**src/rtl/fifo_writer_logic_pkg.sv**
```systemverilog
// Shared definitions for the FIFO PLB slave interfaces: chip-enable encodings,
// CTRL/STATUS bit positions, writer FSM states and a ceiling-log2 helper.
package fifo_writer_logic_pkg;

    typedef enum logic [0:0] {
        ST_IDLE = 1'b0,
        ST_PUSH = 1'b1
    } wr_state_t;

    // Chip-enable encodings as seen on a two-register PLB slave
    localparam logic [1:0] CE_DATA = 2'b10;
    localparam logic [1:0] CE_CTRL = 2'b01;

    // CTRL bits numbered by value weight (bit 0 is PLB bit 31)
    localparam int CTRL_ABORT_BIT   = 0;
    localparam int CTRL_CLR_OVF_BIT = 1;

    localparam int STAT_FULL_BIT     = 0;
    localparam int STAT_PENDING_BIT  = 1;
    localparam int STAT_OVERFLOW_BIT = 2;
    localparam int STAT_IDX_LSB      = 3;

    function automatic int clog2(input int value);
        int result;
        result = 0;
        for (int i = 0; i < 31; i++) begin
            if ((1 << i) < value) begin
                result = i + 1;
            end
        end
        return result;
    endfunction

endpackage

```
**src/rtl/fifo_writer_logic.sv**
```systemverilog
// PLB slave that assembles several bus writes into one FIFO word and pushes it
// when the FIFO has room; CTRL register aborts/clears overflow, STATUS reports progress.
module fifo_writer_logic
    import fifo_writer_logic_pkg::*;
#(
    parameter int DATA_WIDTH     = 32,
    parameter int PLB_DATA_WIDTH = 32,
    parameter int PLB_REG_COUNT  = 2
) (
    input  logic                        iPlbClk,
    input  logic                        iPlbResetN,
    output logic [DATA_WIDTH-1:0]       oData,
    output logic                        oWriteEn,
    input  logic                        iFull,
    input  logic [0:PLB_DATA_WIDTH-1]   iPlbData,
    input  logic [0:PLB_DATA_WIDTH/8-1] iPlbBE,
    input  logic [0:PLB_REG_COUNT-1]    iPlbRdCE,
    input  logic [0:PLB_REG_COUNT-1]    iPlbWrCE,
    output logic [0:PLB_DATA_WIDTH-1]   oPlbData,
    output logic                        oPlbRdAck,
    output logic                        oPlbWrAck,
    output logic                        oPlbError
);

    localparam int PLB_WRITES_COUNT = (DATA_WIDTH - 1) / PLB_DATA_WIDTH + 1;
    localparam int IDX_WIDTH        = clog2(PLB_WRITES_COUNT) + 1;
    localparam int ASM_WIDTH        = PLB_WRITES_COUNT * PLB_DATA_WIDTH;
    localparam int STATUS_WIDTH     = STAT_IDX_LSB + IDX_WIDTH;

    localparam logic [IDX_WIDTH-1:0]     LAST_IDX = IDX_WIDTH'(PLB_WRITES_COUNT - 1);
    localparam logic [PLB_REG_COUNT-1:0] SEL_DATA = PLB_REG_COUNT'(CE_DATA);
    localparam logic [PLB_REG_COUNT-1:0] SEL_CTRL = PLB_REG_COUNT'(CE_CTRL);

    wr_state_t                 state_reg, state_next;
    logic [IDX_WIDTH-1:0]      idx_reg, idx_next;
    logic [ASM_WIDTH-1:0]      asm_reg, asm_next;
    logic                      overflow_reg, overflow_next;
    logic                      new_write_reg, new_write_next;

    // Value-weighted views of the big-endian PLB vectors
    logic [PLB_DATA_WIDTH-1:0] plb_wdata;
    logic [PLB_REG_COUNT-1:0]  wr_ce;
    logic [PLB_REG_COUNT-1:0]  rd_ce;
    logic [PLB_DATA_WIDTH-1:0] rd_data;
    logic [STATUS_WIDTH-1:0]   status_word;
    logic                      data_wr;
    logic                      ctrl_wr;
    logic                      write_en;
    logic                      unused_bits;

    assign plb_wdata = iPlbData;
    assign wr_ce     = iPlbWrCE;
    assign rd_ce     = iPlbRdCE;

    assign oPlbWrAck = |iPlbWrCE;
    assign oPlbRdAck = |iPlbRdCE;
    assign oPlbError = 1'b0;

    // Act only on the first cycle of each write chip-enable assertion
    assign data_wr  = new_write_reg && (wr_ce == SEL_DATA);
    assign ctrl_wr  = new_write_reg && (wr_ce == SEL_CTRL);
    assign write_en = (state_reg == ST_PUSH) && !iFull;

    assign oWriteEn = write_en;
    assign oData    = asm_reg[DATA_WIDTH-1:0];

    generate
        if (ASM_WIDTH > DATA_WIDTH) begin : g_excess
            assign unused_bits = ^{iPlbBE, asm_reg[ASM_WIDTH-1:DATA_WIDTH]};
        end else begin : g_no_excess
            assign unused_bits = ^iPlbBE;
        end
    endgenerate

    always_comb begin
        state_next     = state_reg;
        idx_next       = idx_reg;
        asm_next       = asm_reg;
        overflow_next  = overflow_reg;
        new_write_next = !(|wr_ce);

        case (state_reg)
            ST_IDLE: begin
                if (data_wr) begin
                    asm_next = (asm_reg << PLB_DATA_WIDTH) | ASM_WIDTH'(plb_wdata);
                    if (idx_reg == LAST_IDX) begin
                        idx_next   = '0;
                        state_next = ST_PUSH;
                    end else begin
                        idx_next = idx_reg + IDX_WIDTH'(1);
                    end
                end
            end
            ST_PUSH: begin
                if (write_en) begin
                    state_next = ST_IDLE;
                end
                // The held word must not move, so a write here is only recorded
                if (data_wr) begin
                    overflow_next = 1'b1;
                end
            end
            default: begin
                state_next = ST_IDLE;
            end
        endcase

        // An abort coinciding with a push still lets that push complete this edge
        if (ctrl_wr) begin
            if (plb_wdata[CTRL_CLR_OVF_BIT]) begin
                overflow_next = 1'b0;
            end
            if (plb_wdata[CTRL_ABORT_BIT]) begin
                idx_next   = '0;
                asm_next   = '0;
                state_next = ST_IDLE;
            end
        end
    end

    always_ff @(posedge iPlbClk or negedge iPlbResetN) begin
        if (!iPlbResetN) begin
            state_reg     <= ST_IDLE;
            idx_reg       <= '0;
            asm_reg       <= '0;
            overflow_reg  <= 1'b0;
            new_write_reg <= 1'b1;
        end else begin
            state_reg     <= state_next;
            idx_reg       <= idx_next;
            asm_reg       <= asm_next;
            overflow_reg  <= overflow_next;
            new_write_reg <= new_write_next;
        end
    end

    always_comb begin
        status_word                                  = '0;
        status_word[STAT_FULL_BIT]                   = iFull;
        status_word[STAT_PENDING_BIT]                = (state_reg == ST_PUSH);
        status_word[STAT_OVERFLOW_BIT]               = overflow_reg;
        status_word[STAT_IDX_LSB +: IDX_WIDTH]       = idx_reg;
    end

    // DATA reads and unrecognised chip-enables read back as zero
    always_comb begin
        rd_data = '0;
        if (rd_ce == SEL_CTRL) begin
            rd_data = PLB_DATA_WIDTH'(status_word);
        end
    end

    assign oPlbData = rd_data;

endmodule
```
**config.mk**
```make
export PLATFORM = sky130hd
export DESIGN_NAME = fifo_writer_logic
export DESIGN_NICKNAME = d
export VERILOG_FILES = /design/src/rtl/fifo_writer_logic_pkg.sv /design/src/rtl/fifo_writer_logic.sv
export SDC_FILE = /design/constraint.sdc
export NUM_CORES = 1
export LEC_CHECK = 0
export ABC_AREA = 1
export CORE_ASPECT_RATIO = 0.5
export CORE_MARGIN = 2
export CORE_UTILIZATION = 39
export CTS_CLUSTER_SIZE = 24
export DETAILED_ROUTE_END_ITERATION = 10
export PLACE_DENSITY_LB_ADDON = 0.08
export SLEW_MARGIN = 20
export SYNTH_ARGS = -nofsm -noshare
export SYNTH_HDL_FRONTEND = slang
export SYNTH_SLANG_ARGS = --single-unit
```
**constraint.sdc**
```tcl
create_clock -name iPlbClk -period 1.58 [get_ports iPlbClk]
set_clock_uncertainty 0.1 [all_clocks]
set_input_delay 0.316 -clock iPlbClk [delete_from_list [all_inputs] [get_ports iPlbClk]]
set_output_delay 0.316 -clock iPlbClk [all_outputs]
set_load 0.005 [all_outputs]
```
Word-level counts from Yosys, hierarchy flattened
Index checks and enable logic that the tools add are counted.
{"block": "totals", "ff_bits": 36, "input_bits": 43, "out_inout_bits": 68, "word_cells": 37}
{"block": "classes", "add_sub_neg": 1, "n_eq_ne": 3, "muxes": 20, "bitwise_logic": 1, "n_reduce_logical": 7}
{"op": "$mux W32", "count": 4}
{"op": "$mux W1", "count": 14}
{"op": "$eq A2 B1 Y1 const B", "count": 2}
{"op": "$mux W4", "count": 1}
{"op": "$reduce_or A2 Y1", "count": 2}
{"op": "$logic_and A1 B1 Y1", "count": 3}
{"op": "$eq A2 B2 Y1 const B", "count": 1}
{"op": "$logic_not A1 Y1", "count": 2}
{"op": "$pmux W1 S2", "count": 1}
{"op": "$add A1 B1 Y1 const B", "count": 1}
{"op": "$not A1 Y1", "count": 1}

Longest topological paths before layout
Gate-level depths: netlist of run 1.
{"block": "depth", "word_depth": 6, "depth_mapped": 6, "mapped_depth_nobuf": 5}

Worst setup path before layout of run 1
OpenSTA, ideal clock, no wires.
{"block": "synth_path", "path_type": "register -> register", "startpoint": "reg new_write_reg", "endpoint": "reg asm_reg[11], in the netlist oData[11]", "setup_time_ps": 117, "arrival_ps": 1107, "t_required_ps": 1363, "setup_slack_ps": 256, "stages_incl_launch_ff": 7, "path_buffers": 1, "period_less_slack_ps": 1324, "cell_sequence": "dfstp_2 > nand2_2 > nor2_4 > buf_2 > nand3_1 > nand2_1 > nor2_1"}
{"block": "synth_between", "elab_chain_cells": 5, "word_cells_on_any_way": 6, "cone_classes": "mux: 4; reduce/logical: 2"}
{"item": "from (decl)", "line": "fifo_writer_logic.sv:38", "source": "logic new_write_reg, new_write_next;"}
{"item": "from (signal assigned)", "line": "fifo_writer_logic.sv:133", "source": "new_write_reg <= new_write_next;"}
{"item": "$logic_and A1 B1 Y1", "line": "fifo_writer_logic.sv:60", "source": "assign data_wr = new_write_reg && (wr_ce == SEL_DATA);"}
{"item": "$mux W32", "line": "fifo_writer_logic.sv:84", "source": "if (data_wr) begin"}
{"item": "$mux W32", "line": "fifo_writer_logic.sv:82", "source": "case (state_reg)"}
{"item": "$mux W32", "line": "fifo_writer_logic.sv:113", "source": "if (plb_wdata[CTRL_ABORT_BIT]) begin"}
{"item": "$mux W32 (*)", "line": "fifo_writer_logic.sv:109", "source": "if (ctrl_wr) begin"}
{"item": "via asm_next[11]", "line": "fifo_writer_logic.sv:36", "source": "logic [ASM_WIDTH-1:0] asm_reg, asm_next;"}
{"item": "to (signal assigned)", "line": "fifo_writer_logic.sv:131", "source": "asm_reg <= asm_next;"}
{"item": "to (decl)", "line": "fifo_writer_logic.sv:36"}
The timed path passes the listed nets; every way through them passes the cells marked *.

Final worst setup path of run 1
{"block": "layout_path", "startpoint": "reg asm_reg[5], in the netlist oData[5]", "endpoint": "out oData[5]"}
{"item": "to (decl)", "line": "fifo_writer_logic.sv:12", "source": "output logic [DATA_WIDTH-1:0] oData,"}
No word-level cell between the ends.

==> results of run 1 <==
-- through the flow --
stage	setup TNS (ps)	utilization, %	setup WS [ps]	std cells
2_1_floorplan	0	-	256	294
3_3_place_gp	-6000	56.5	-336	412
3_5_place_dp	-6650	56.5	-369	412
4_1_cts	0	58.5	0.317	421
5_1_grt	-13.4	60.7	-13.4	427
6_report	0	60.7	13.0	427
-- Yosys cell counts --
master / number
nor2_1: 73
inv_1: 38
dfrtp_1: 35
nand2_1: 35
nand3_1: 33
buf_4: 29
buf_2: 6
buf_6: 3
a21oi_1: 2
clkbuf_1: 2
buf_1: 1
conb_1: 1
dfstp_2: 1
inv_2: 1
nand2_2: 1
nand4_2: 1
nor2_4: 1
nor3_4: 1
o21ai_0: 1
or2_2: 1
-- power groups by stage --
| stage | clock [µW] | combinational [µW] | sequential [µW] |
|---|---|---|---|
| 2_1_floorplan | 0 | 468 | 1410 |
| 4_1_cts | 723 | 1240 | 1370 |
| 5_1_grt | 757 | 1390 | 1390 |
| 6_report | 697 | 1240 | 1360 |
| 3_3_place_gp | 0 | 1230 | 1380 |
| 3_5_place_dp | 0 | 1260 | 1390 |
-- path summary, 6_finish.rpt --
| path | from | to | slack, ps |
|---|---|---|---|
| min in group asynchronous | iPlbResetN | state_reg | 390 |
| min reg2reg | oData[0] | oData[0] | 400 |
| max | oData[5] | oData[5] | 10 |
| min | iPlbWrCE[0] | new_write_reg | 350 |
| max reg2reg | new_write_reg | oData[24] | 190 |
| max in group asynchronous | iPlbResetN | oData[23] | 550 |
-- cells by family after synthesis --
| group | after synthesis | share of synthesized area [%] |
|---|---|---|
| simple gates | 146 | 31.4 |
| compound gates | 3 | 0.757 |
| other cells | 1 | 0.189 |
| buf+inv | 80 | 22.1 |
| flops | 36 | 45.5 |
-- layer usage --
metal	global-route usage [%]	up-vias
met2	28.4	74
met4	4.67	0
met1	20.7	797
met5	0	-
li1	-	912
met3	5.36	5
-- area by class of cell --
type / instances / area share (%)
tap: 70 / 2.94
clock buffer: 7 / 3.23
timing repair buffer: 97 / 33.4
sequential: 36 / 30.3
inverter: 39 / 4.91
multi-input combinational: 178 / 25.2
-- what timing repair did --
item / CTS / global route
hold buffers: 1 / 0
resized for setup: 17 / 25
gates cloned: 0 / 0
pin swaps: 3 / 1
endpoints found under the setup margin: 9 / 28
setup buffers: 1 / 6
hold endpoints to repair: 14 / 0
==> reports/qor.txt, run 1 <==
Synth area leaders = dfrtp_1 44%, nor2_1 14%, buf_4 11%
classification of the worst-slack hold path = input pin to flop
Max stage delay on crit path = 510 ps
Slew Viols, Final = 0
Post-DP HPWL = 3240 µm
Routed Antenna Nets = 0
final hold violations = 0
worst r2r path cells = 5
die height = 54.4 µm
Final setup violation count = 0
Leak Pwr = 0.00187 µW
Ant. Diodes = 0
antenna violations before repair = 0
die extent in x = 105 µm
fmax = 638 MHz
vias = 1788
Clock Root Buffer = clkbuf_8
First-pass DRT Iterations = 6
# H-tree levels = 2
vias in the first global route = 1569
Flop pwr share = 41.2%
Core ar. = 0.00491 mm²
status = finished clean
design area = 0.00298 mm²
nets@finish = 400
Levels on crit path = 1
crit end category = output port
I/O pin cnt = 111
crit path max-delay cell type = clkdlybuf4s50_1
clock period minus worst slack = 1570 ps
hold slack = 350 ps
GPL Wtd Cong = 0.743
drt via density = 4.19
Layout fillers = 480
DRT iter0 DRCs = 47
crit path max fanout = 2
DRT met1 WL = 2040 µm
Critical path buffers and inverters = 1
CP Launch Type = flop
CP Class = flop to output port
PortBufs = 77
Sw Ratio = 29.3%
placed cell area = 0.00278 mm²
Yosys top cell area share = 44.2%
multi-input logic area = 752 µm²
Synth cell types = 20
final WL = 4700 µm
maximum buffer depth of the clock tree = 2
synth warn = 0
Crit path arrival time = 1150 ps
Clock transition at path regs = 70 ps
P&R area growth vs syn = 50.3%
Max IR drop VDD = 629 µV
GRT Util Overall = 16.5%
met3 WL post-DR = 373 µm
Initial Util = 40.4%
Net Switching = 968 µW
Top Family by Delay on Critical Path = buffers and inverters
Synth Register Bits = 36
Max Used Layer = met4
most frequent cells in the layout = 72 x nor2_1, 39 x clkdlybuf4s50_1, 38 x inv_1
FP Rows = 18
clock latency on the worst-skew pair = 280 ps
Register Area = 902 µm²
CTS tree = built
WP data required = 1160 ps
Syn Std Cell Area = 0.00198 mm²
total power = 3300 µW
PwrDens = 1110 mW/mm²
CTS Buf Count = 5
clk sinks = 36
most common cell after layout, fill and taps aside = nor2_1
Post-Syn Instances = 266
die area = 0.00571 mm²
first-pass GRT wire length = 7290 µm
met2 wire len = 2240 µm
post-synthesis sequential area ratio = 45.5%
largest net degree at the start of global routing = 35
leading area contributor after synthesis = dfrtp_1
crit share post-route = 99.2%
grt total ovfl = 0
hold depth = 4
DRC = 0
cell internal pwr = 2330 µW
Avg WL per Cell = 11.0 µm
max reg flops = 32
Clk network pwr share = 21.1%
Combinational Power Share = 37.7%
MaxCap Viol Count = 0
share of layout cells above drive strength 1 = 10.4%
Syn Area/Cell = 7.46 µm²
CP cell instances = clkdlybuf4s50_1
No activity file was read; power rests on OpenSTA's default activity.
==> inputs of run 2 (changes only) <==
CORE_UTILIZATION = 30   (was 39)
SLEW_MARGIN = default   (was 20)
==> run 2 against run 1 <==
  * Clock-buffer cell count fell by 1
  * Flip-flop and latch count did not move
  * Fmax rose by 1.6%
  * Critical path depth did not move
==> reports/qor.txt, run 2 (synthesized netlist as in run 1, its figures left out) <==
nets@finish = 398
Critical path buffers and inverters = 1
largest net degree at the start of global routing = 35
PwrDens = 1220 mW/mm²
Finished Layout Cells = 444
clock period minus worst slack = 1540 ps
status = finished clean
PortBufs = 77
Sw Ratio = 27.4%
crit path max fanout = 2
WP data required = 1160 ps
vias = 1802
I/O pin cnt = 111
crit path max-delay cell type = clkdlybuf4s50_1
Ant. Diodes = 0
max reg flops = 32
crit end category = output port
Top Family by Delay on Critical Path = buffers and inverters
Levels on crit path = 1
fmax = 649 MHz
clk sinks = 36
R2R Path End = oData[23]
FP Rows = 20
Flop pwr share = 36.7%
Core ar. = 0.00623 mm²
MaxCap Viol Count = 0
Setup TNS = 0 ps
Post-Place Cells = 429
Max stage delay on crit path = 500 ps
die extent in x = 119 µm
CP Launch Type = flop
Net Switching = 1010 µW
vias in the first global route = 1628
CTS Buf Count = 5
hold slack = 377 ps
First-pass DRT Iterations = 4
# H-tree levels = 2
reg2reg setup slack = 190 ps
Clk network pwr share = 30.0%
CTS tree = built
CP cell instances = clkdlybuf4s50_1
P&R area growth vs syn = 53.6%
Register Area = 902 µm²
Critical R2R Launch = new_write_reg
Slew Viols, Final = 0
worst r2r path cells = 5
Max IR drop VDD = 593 µV
grt total ovfl = 0
Avg WL per Cell = 10.8 µm
antenna violations before repair = 0
first-pass GRT wire length = 7620 µm
RSZ-0062 raised after global routing = no
Post-DP HPWL = 3310 µm
die area = 0.00732 mm²
maximum buffer depth of the clock tree = 2
crit share post-route = 97.6%
most frequent cells in the layout = 73 x nor2_1, 45 x clkdlybuf4s50_1, 38 x inv_1
Final setup violation count = 0
Initial Util = 31.8%
share of layout cells above drive strength 1 = 10.1%
final hold violations = 0
final WL = 4780 µm
die height = 61.5 µm
Layout fillers = 636
CP Class = flop to output port
total power = 3700 µW
Clock Root Buffer = clkbuf_16
drt via density = 4.06
most common cell after layout, fill and taps aside = nor2_1
Critical Path Start = oData[20]
GPL Wtd Cong = 0.695
clock latency on the worst-skew pair = 270 ps
DRC = 0
GRT Util Overall = 13.4%
Clock transition at path regs = 50 ps
Leak Pwr = 0.00183 µW
multi-input logic area = 749 µm²
Crit path arrival time = 1130 ps
Combinational Power Share = 33.3%
DRT iter0 DRCs = 58
classification of the worst-slack hold path = input pin to async pin
cell internal pwr = 2690 µW
Routed Antenna Nets = 0
Critical Path End = oData[20]
## run 2: worst min-delay path by stage
| stage | cells after the start | endpoint | slack [ps] |
|---|---|---|---|
| 2_1_floorplan | 0 | idx_reg | -80 |
| 3_3_place_gp | 1 | overflow_reg | 130 |
| 3_5_place_dp | 1 | state_reg | 140 |
| 4_1_cts | 2 | oData[15] | 370 |
| 5_1_grt | 2 | oData[15] | 420 |
| 6_report | 2 | state_reg | 380 |
## run 2: metal layers
layer,vias up,routed length (µm),share of wire [%],track usage [%]
met2,66,2290,48,24.0
li1,912,-,-,-
met5,-,0,0,0
met1,820,2120,44,16.1
met4,0,53,1.1,4.59
met3,4,313,6.5,3.98
## run 2: repair_timing
item,CTS,global route
endpoints found under the hold margin,12,0
pin swaps,5,0
hold buffers,1,0
buffers inserted,2,4
gates resized for setup,22,19
setup endpoints to repair,7,22
## run 2: stage by stage
step / worst slack [ps] / area [µm²] / util (%)
CTS: 0.468 / 2970 / 47.7
finish: 38.1 / 3050 / 48.9
floorplan: 256 / 2090 / -
global placement: -347 / 2800 / 45.0
global route: 0.675 / 3050 / 48.9
detailed placement: -385 / 2800 / 45.0
## run 2: power groups by stage
stage | logic (µW) | registers, µW | clock network, µW
floorplan | 468 | 1410 | 0
global placement | 1250 | 1380 | 0
detailed placement | 1260 | 1390 | 0
CTS | 1250 | 1380 | 1150
global route | 1380 | 1400 | 1200
finish | 1230 | 1360 | 1110
## run 2: cell type report
| cell class | count | area share, % |
|---|---|---|
| clock inverter | 2 | 1.15 |
| sequential | 36 | 29.6 |
| inverter | 39 | 4.80 |
| tap | 88 | 3.61 |
| multi-input combinational | 178 | 24.6 |
| clock buffer | 6 | 4.23 |
| timing repair buffer | 95 | 32.0 |
==> inputs of run 3 (changes only) <==
PLACE_DENSITY_LB_ADDON = 0.05   (was 0.08)
RECOVER_POWER = 50   (was default)
==> run 3 against run 2 <==
  * First-iteration DRC count is 72% higher
  * Worst setup slack got worse by 6.3 ps
  * Clock power decreased by 17%
  * Clock-buffer cell count unchanged
  * Critical path type unchanged
  * Critical endpoint is now oData[21]
==> reports/qor.txt, run 3 (synthesized netlist as in run 1, its figures left out) <==
status = finished clean
Final setup violation count = 0
Worst Hold Launch = iPlbWrCE[0]
vias in the first global route = 1646
reg2reg setup slack = 200 ps
classification of the worst-slack hold path = input pin to flop
Setup TNS = 0 ps
clk sinks = 36
final core utilization = 47.4%
Clock Root Buffer = clkbuf_16
die area = 0.00732 mm²
P&R area growth vs syn = 48.9%
GPL Wtd Cong = 0.735
vias = 1772
Max IR drop VDD = 419 µV
CTS tree = built
maximum buffer depth of the clock tree = 2
antenna violations before repair = 0
I/O pin cnt = 111
Avg WL per Cell = 10.6 µm
DRT iter0 DRCs = 100
fmax = 646 MHz
CP cell instances = clkdlybuf4s50_1
RSZ-0062 raised after global routing = no
final hold violations = 0
clock latency on the worst-skew pair = 270 ps
Critical R2R Launch = new_write_reg
Ant. Diodes = 0
crit path max-delay cell type = clkdlybuf4s50_1
CP Class = flop to output port
Finished Layout Cells = 441
Max stage delay on crit path = 500 ps
worst r2r path cells = 6
Critical path buffers and inverters = 1
final WL = 4680 µm
largest net degree at the start of global routing = 34
Critical Path Start = oData[21]
drt via density = 4.02
most common cell after layout, fill and taps aside = nor2_1
crit path max fanout = 2
Crit path arrival time = 1130 ps
CTS Buf Count = 5
hold slack = 345 ps
Post-DP HPWL = 3360 µm
Layout fillers = 653
GRT Util Overall = 13.3%
crit share post-route = 98.0%
Clock transition at path regs = 50 ps
DRC = 0
MaxCap Viol Count = 0
clock period minus worst slack = 1550 ps
First-pass DRT Iterations = 4
Slew Viols, Final = 0
Core ar. = 0.00623 mm²
max reg flops = 32
FP Rows = 20
PortBufs = 77
grt total ovfl = 0
PwrDens = 1180 mW/mm²
die extent in x = 119 µm
Leak Pwr = 0.00161 µW
Post-Place Cells = 431
CP Launch Type = flop
Initial Util = 31.8%
R2R Path End = oData[27]
Routed Antenna Nets = 0
most frequent cells in the layout = 73 x nor2_1, 53 x clkdlybuf4s50_1, 38 x inv_1
nets@finish = 396
WP data required = 1160 ps
die height = 61.5 µm
Top Family by Delay on Critical Path = buffers and inverters
Hold Path End = new_write_reg
first-pass GRT wire length = 7570 µm
hold depth = 4
share of layout cells above drive strength 1 = 8.50%
# H-tree levels = 2
crit end category = output port
==> run 3: changes by cell type in the layout (fill, tap and decap cells not counted), sizes merged, moves of 3 or more <==
cell	change
dlymetal6s2s	-18
buf	-8
clkdlybuf4s50	+8
clkdlybuf4s25	+11
clkbuf	+3
==> run 3: how the worst max path moves through the flow <==
stage / to / slack [ps] / cells after the start
2_1_floorplan: oData[11] / 260 / 6
3_3_place_gp: oPlbData[30] / -350 / 4
3_5_place_dp: oPlbData[28] / -370 / 4
4_1_cts: oPlbWrAck / 4 / 4
5_1_grt: oData[2] / 0.07 / 1
6_report: oData[21] / 30 / 1
==> run 3: power by group <==
| group | internal [µW] | switching [µW] | total (µW) |
|---|---|---|---|
| clock | 572 | 346 | 918 |
| sequential | 1210 | 158 | 1370 |
| combinational | 721 | 486 | 1210 |
==> run 3: cell type report <==
type                    instances  area [µm²]  area share [%]
repair buffers                 93         911            30.8
flip-flops and latches         36         902            30.6
multi-input cells             178         749            25.4
inverters                      39         146            4.96
clock buffers                   6         129            4.36
well taps                      88         110            3.73
clock inverters                 1        5.00           0.169
==> run 3: through the flow <==
step / power [µW] / worst slack (ps) / instance area [µm²]
after floorplan: 1870 / 256 / 2090
after detailed placement: 2650 / -374 / 2810
after CTS: 3580 / 4.11 / 2950
after global placement: 2630 / -348 / 2810
after global routing: 3760 / 0.0659 / 2950
final: 3500 / 31.8 / 2950
==> run 3: timing repair <==
action                     in CTS  in global routing
pin swaps                       3                  1
hold buffers                    1                  0
setup endpoints to repair       7                 13
resized for setup              15                 12
setup buffers                   1                  1
hold endpoints to repair       35                  0
==> run 3: layer usage <==
metal	routed length [µm]	vias to the layer above	GRT usage [%]
li1	-	904	-
met1	2230	794	17.2
met2	2050	70	21.7
met3	370	4	4.44
met4	36	0	4.08
met5	0	-	0
